<file path="src/rtl/interrupt_controller_pkg.sv">
// Shared RISC-V interrupt types: mip bit indices, interrupt codes, privilege
// levels and the controller state encoding.
package interrupt_controller_pkg;

    typedef logic [11:0] irq_vec_t;

    localparam int MIP_MEIP = 11;
    localparam int MIP_MTIP = 7;
    localparam int MIP_MSIP = 3;
    localparam int MIP_SEIP = 9;
    localparam int MIP_STIP = 5;
    localparam int MIP_SSIP = 1;

    // Machine-level sources can never be delegated.
    localparam irq_vec_t MACHINE_ONLY_MASK = 12'h888;
    // The only pending bits software may set from the CSR file.
    localparam irq_vec_t SW_PENDING_MASK   = 12'h222;

    typedef enum logic [3:0] {
        IRQ_NONE        = 4'd0,
        IRQ_S_SOFTWARE  = 4'd1,
        IRQ_M_SOFTWARE  = 4'd3,
        IRQ_S_TIMER     = 4'd5,
        IRQ_M_TIMER     = 4'd7,
        IRQ_S_EXTERNAL  = 4'd9,
        IRQ_M_EXTERNAL  = 4'd11
    } interrupt_code_e;

    typedef enum logic [1:0] {
        PRIV_USER       = 2'b00,
        PRIV_SUPERVISOR = 2'b01,
        PRIV_MACHINE    = 2'b11
    } privilege_e;

    typedef enum logic [1:0] {
        ST_IDLE     = 2'd0,
        ST_REQ      = 2'd1,
        ST_COOLDOWN = 2'd2
    } int_ctrl_state_e;

endpackage

</file>
<file path="src/rtl/interrupt_controller_sync.sv">
// Multi-flop synchronizer for one asynchronous level-sensitive interrupt pin.
module interrupt_controller_sync #(
    parameter int DEPTH = 2
) (
    input  logic clk,
    input  logic rstN,
    input  logic d,
    output logic q
);

    logic [DEPTH-1:0] sync_reg;

    always_ff @(posedge clk or negedge rstN) begin
        if (!rstN) begin
            sync_reg <= '0;
        end else begin
            sync_reg <= {sync_reg[DEPTH-2:0], d};
        end
    end

    assign q = sync_reg[DEPTH-1];

endmodule

</file>
<file path="src/rtl/interrupt_controller.sv">
// Builds the mip image, applies enable/delegation/privilege rules and holds the
// highest-priority takeable interrupt as a stable request until ack or withdrawal.
module interrupt_controller
    import interrupt_controller_pkg::*;
#(
    parameter int SYNC_STAGES     = 2,
    parameter int COOLDOWN_CYCLES = 1
) (
    input  logic        clk,
    input  logic        rstN,
    input  logic        irqMachineExternal,
    input  logic        irqSupervisorExternal,
    input  logic        irqMachineTimer,
    input  logic        irqMachineSoftware,
    input  logic [11:0] csrMipSw,
    input  logic [11:0] csrMie,
    input  logic [11:0] csrMideleg,
    input  logic        mstatusMie,
    input  logic        mstatusSie,
    input  logic [1:0]  privilege,
    input  logic        trapAck,
    output logic        trapReq,
    output logic [3:0]  trapCode,
    output logic [1:0]  trapTarget,
    output logic [11:0] mip
);

    localparam int CNT_W = (COOLDOWN_CYCLES > 1) ? $clog2(COOLDOWN_CYCLES) : 1;
    localparam logic [CNT_W-1:0] CNT_LAST = CNT_W'(COOLDOWN_CYCLES - 1);

    logic [1:0] ext_pins;
    logic [1:0] ext_synced;

    assign ext_pins = {irqSupervisorExternal, irqMachineExternal};

    for (genvar gi = 0; gi < 2; gi++) begin : g_sync
        interrupt_controller_sync #(.DEPTH(SYNC_STAGES)) u_sync (
            .clk  (clk),
            .rstN (rstN),
            .d    (ext_pins[gi]),
            .q    (ext_synced[gi])
        );
    end

    function automatic privilege_e target_of(input interrupt_code_e code, input irq_vec_t deleg);
        if (deleg[code] && !MACHINE_ONLY_MASK[code])
            return PRIV_SUPERVISOR;
        return PRIV_MACHINE;
    endfunction

    function automatic irq_vec_t takeable_mask(input irq_vec_t pend, input irq_vec_t deleg,
                                               input logic m_ie, input logic s_ie,
                                               input privilege_e priv);
        logic     m_ok;
        logic     s_ok;
        irq_vec_t to_s;
        m_ok = (priv != PRIV_MACHINE) || m_ie;
        s_ok = (priv == PRIV_USER) || ((priv == PRIV_SUPERVISOR) && s_ie);
        to_s = deleg & ~MACHINE_ONLY_MASK;
        return pend & ((to_s & {12{s_ok}}) | (~to_s & {12{m_ok}}));
    endfunction

    function automatic interrupt_code_e select_code(input irq_vec_t cand);
        if (cand[MIP_MEIP])      return IRQ_M_EXTERNAL;
        else if (cand[MIP_MSIP]) return IRQ_M_SOFTWARE;
        else if (cand[MIP_MTIP]) return IRQ_M_TIMER;
        else if (cand[MIP_SEIP]) return IRQ_S_EXTERNAL;
        else if (cand[MIP_SSIP]) return IRQ_S_SOFTWARE;
        else if (cand[MIP_STIP]) return IRQ_S_TIMER;
        return IRQ_NONE;
    endfunction

    irq_vec_t        mip_reg, mip_next;
    int_ctrl_state_e state_reg, state_next;
    interrupt_code_e code_reg, code_next;
    privilege_e      target_reg, target_next;
    logic [CNT_W-1:0] cnt_reg, cnt_next;

    privilege_e      priv;
    irq_vec_t        cand;
    interrupt_code_e best_code;
    logic            latched_ok;
    logic            unused_sw;

    assign priv      = privilege_e'(privilege);
    assign unused_sw = ^(csrMipSw & ~SW_PENDING_MASK);

    always_comb begin
        mip_next           = '0;
        mip_next[MIP_MEIP] = ext_synced[0];
        mip_next[MIP_MTIP] = irqMachineTimer;
        mip_next[MIP_MSIP] = irqMachineSoftware;
        mip_next[MIP_SEIP] = ext_synced[1] | csrMipSw[MIP_SEIP];
        mip_next[MIP_STIP] = csrMipSw[MIP_STIP];
        mip_next[MIP_SSIP] = csrMipSw[MIP_SSIP];
    end

    assign cand      = takeable_mask(mip_reg & csrMie, csrMideleg, mstatusMie, mstatusSie, priv);
    assign best_code = select_code(cand);
    // A delegation change that moves the latched source to another target also withdraws it.
    assign latched_ok = cand[code_reg] && (target_of(code_reg, csrMideleg) == target_reg);

    always_comb begin
        state_next  = state_reg;
        code_next   = code_reg;
        target_next = target_reg;
        cnt_next    = cnt_reg;
        case (state_reg)
            ST_IDLE: begin
                if (|cand) begin
                    code_next   = best_code;
                    target_next = target_of(best_code, csrMideleg);
                    state_next  = ST_REQ;
                end
            end
            ST_REQ: begin
                if (trapAck) begin
                    state_next = ST_COOLDOWN;
                    cnt_next   = '0;
                end else if (!latched_ok) begin
                    state_next = ST_IDLE;
                end
            end
            ST_COOLDOWN: begin
                if (cnt_reg == CNT_LAST)
                    state_next = ST_IDLE;
                else
                    cnt_next = cnt_reg + 1'b1;
            end
            default: state_next = ST_IDLE;
        endcase
    end

    always_ff @(posedge clk or negedge rstN) begin
        if (!rstN) begin
            mip_reg    <= '0;
            state_reg  <= ST_IDLE;
            code_reg   <= IRQ_NONE;
            target_reg <= PRIV_MACHINE;
            cnt_reg    <= '0;
        end else begin
            mip_reg    <= mip_next;
            state_reg  <= state_next;
            code_reg   <= code_next;
            target_reg <= target_next;
            cnt_reg    <= cnt_next;
        end
    end

    assign trapReq    = (state_reg == ST_REQ);
    assign trapCode   = code_reg;
    assign trapTarget = target_reg;
    assign mip        = mip_reg;

endmodule

</file>
<file path="config.mk">
export PLATFORM = sky130hd
export DESIGN_NAME = interrupt_controller
export DESIGN_NICKNAME = d
export VERILOG_FILES = /design/src/rtl/interrupt_controller_pkg.sv /design/src/rtl/interrupt_controller_sync.sv /design/src/rtl/interrupt_controller.sv
export SDC_FILE = /design/constraint.sdc
export NUM_CORES = 1
export LEC_CHECK = 0
export ABC_AREA = 1
export CORE_MARGIN = 4
export CORE_UTILIZATION = 32
export DETAILED_ROUTE_END_ITERATION = 12
export PLACE_DENSITY_LB_ADDON = 0.3
export SLEW_MARGIN = 20
export SYNTH_ARGS = -nofsm -noshare
export SYNTH_HDL_FRONTEND = slang
export SYNTH_SLANG_ARGS = --single-unit
</file>
<file path="constraint.sdc">
create_clock -name clk -period 1.22 [get_ports clk]
set_input_delay 0.183 -clock clk [delete_from_list [all_inputs] [get_ports clk]]
set_output_delay 0.183 -clock clk [all_outputs]
set_load 0.05 [all_outputs]
</file>
==> results.ini <==
[status]
run_status=complete, but fails checks
violations=setup timing

[finish]
final_cell_area_um2=2030
largest_reg_flops=6
fill_cells=226
drive_above_1_share=0.490
syn2layout_area_growth_pct=102
n_antenna_cell=0
final_nets=258

[clocking]
tritoncts=done
cts_made_buffers=3
ctsHtreeMaxLevel=1
clk_latency_ps=300
path_clk_slew_ps=120
clock_sinks=17
clockRootBuffer=clkbuf_4
clockBufferDepth=2
cts_hold_buf=0

[yosys]
yosysWarnings=0
synth.mux.area_fraction=0
synthFlopType=dfrtp_1
async_flop_share=1.00
synth_xor_area_frac=0
ys_top_cells_by_count=nand2_1, inv_1, dfrtp_1
ys_ff_latch=17
syn_area_per_cell_um2=7.48
ys_types=25
synth_edf_count=0
synth_most_common_cell=nand2_1
synth_fa_ha_area_frac=0
synth-compound-area-share=0.106
synth_top_area_share=0.400
yosysTopAreaCell=dfrtp_1
synth_cells=134
synth_top_family_by_area=simple AND/OR/NAND/NOR gates
synthTopCellsByArea=dfrtp_1, nand2_1, inv_1
yosys.area_share.simple=0.330
yosysSeqAreaShare=0.426
netlist_area_um2=1000

[setup_path]
cp-endpoint=state_reg[0]$_DFFE_PN0P_
r2r-start=mip[7]$_DFF_PN0_
required_ps=1440
crit_arrival_ps=1680
worstSetupEndpointType=flop
critPathLaunchType=flop
r2r_end=state_reg[0]$_DFFE_PN0P_
critPathLaunch=mip[7]$_DFF_PN0_
reg2reg_slack_ps=-230
criticalPathCategory=reg -> reg
r2r_cells=8
crit_fanout=4

[hold_path]
hp-class=in -> async

[detailed_routing]
wl_per_cell_um=15.6
wl_um=3970
wl_met2_um=2050
wl_met1_um=1360
num_vias=1256
ant_nets=0
firstDrtPassIters=4
via_per_inst=4.94
drc_errors=0
first_iter_violations=92
top_layer=met4
wl_met3_um=328

[global_routing]
grt_pass1_vias=1282
grt.overflow.total=0
grt_pass1_wl_um=5750
grt_usage=0.180
grt_max_degree=18
antenna_found_initial=0

[sta]
setup_tns_ps=-1250
report.final.slew_viol_count=0
clock_skew_ps=12.4
setup_violations=9
layout_min_cycle_time_ps=1450
rsz0062_at_grt=yes
post-route-period-util=1.19
clock.fmax_ghz=0.688
hold_violations=0
worst_slack_ps=-233

[die]
core.rowCount=20
ios=66
dieArea_um2=4090
die_h_um=64.0
coreArea_um2=3030
die_w_um=64.0
start_util=0.331

[power]
ir_worst_vdd_uv=1380
power.clock.fraction=0.099
power.switching_mw=1.51
p_comb_frac=0.660
p_leak_nw=0.973
swShare=0.456
seqPwrFrac=0.241
cellPowerDensity_nw_per_um2=1640
p_int_mw=1.81

[run]
drv_cap=0

[placement]
hpwlAfterDp_um=2700
numPortBuffers=40
placed_area_um2=1760
gp_congestion=0.980

==> layout make-up <==
class / count / area, um^2 / area share
Timing Repair Buffer: 74 / 800 / 0.394
Tap cell: 44 / 55.1 / 0.0271
Clock buffer: 3 / 22.5 / 0.0111
Sequential cell: 17 / 437 / 0.215
Clock inverter: 1 / 7.51 / 0.00370
Inverter: 21 / 83.8 / 0.0413
Multi-Input combinational cell: 94 / 624 / 0.308
==> power by group through the flow <==
stage | registers [mW] | logic [mW] | clock network (mW)
2_1_floorplan | 1.06 | 0.636 | 0
3_3_place_gp | 0.787 | 1.77 | 0
3_5_place_dp | 0.791 | 1.83 | 0
4_1_cts | 0.781 | 1.95 | 0.345
5_1_grt | 0.809 | 2.32 | 0.365
6_report | 0.800 | 2.19 | 0.330
==> critical path: stages (launching register included) <==
cell and delay (ps):
dfrtp_2 380, nand2_1 80, nor2_4 180, inv_1 140
o21ai_1 220, o22ai_1 120, inv_1 60, nand2_1 50
o21ai_1 140
==> repair_timing <==
| item | CTS | global route |
|---|---|---|
| pin swaps | 9 | 12 |
| setup endpoints to repair | 9 | 13 |
| gates resized for setup | 22 | 38 |
| setup buffers | 7 | 4 |
==> worst min path at each step <==
stage                                                start  slack, ps                                endpoint  cells after the start
floorplan                                             rstN       -110  g_sync[0].u_sync.sync_reg[0]$_DFF_PN0_                      0
global route                                          rstN        200  g_sync[1].u_sync.sync_reg[1]$_DFF_PN0_                      2
detailed placement  g_sync[0].u_sync.sync_reg[0]$_DFF_PN0_        340  g_sync[0].u_sync.sync_reg[1]$_DFF_PN0_                      0
CTS                                                   rstN        190  g_sync[1].u_sync.sync_reg[1]$_DFF_PN0_                      2
global placement    g_sync[0].u_sync.sync_reg[1]$_DFF_PN0_        330                       mip[11]$_DFF_PN0_                      0
finish                                                rstN        190                        mip[1]$_DFF_PN0_                      2
==> placed cells by master, fill, tap and decap left out, types with 2 or more instances in the layout <==
cell,count
nand2_1,27
buf_4,27
clkdlybuf4s50_1,23
inv_1,15
buf_12,12
nand2_2,10
o21ai_1,8
dfrtp_1,8
dfrtp_2,8
conb_1,7
buf_6,7
nor2_1,6
nor2_4,5
nand3_2,5
inv_2,4
dlygate4sd2_1,4
nand2_4,3
nor2_2,3
clkbuf_4,3
nand3_4,2
a21oi_2,2
o21ai_2,2
inv_4,2
nand3_1,2
==> layer usage <==
metal | track usage | up-vias
li1 | - | 561
met3 | 0.0439 | 29
met2 | 0.324 | 83
met1 | 0.202 | 583
met4 | 0.0674 | 0
met5 | 0 | -
==> logic make-up after synthesis <==
family / Yosys count
and+or+nand+nor: 68
other: 2
AOI/OAI and AO/OA: 19
DFF: 17
buffers and inverters: 28
==> per-stage QoR <==
stage / std cells / worst slack, ps / utilization / power, mW / hold WS [ps]
3_5_place_dp: 242 / -662 / 0.580 / 2.62 / 342
2_1_floorplan: 139 / -219 / - / 1.69 / -113
6_report: 254 / -233 / 0.670 / 3.32 / 188
5_1_grt: 254 / -310 / 0.670 / 3.49 / 205
3_3_place_gp: 242 / -539 / 0.580 / 2.56 / 335
4_1_cts: 251 / -174 / 0.615 / 3.07 / 195
Note: power is estimated with default switching activity, not from simulation.
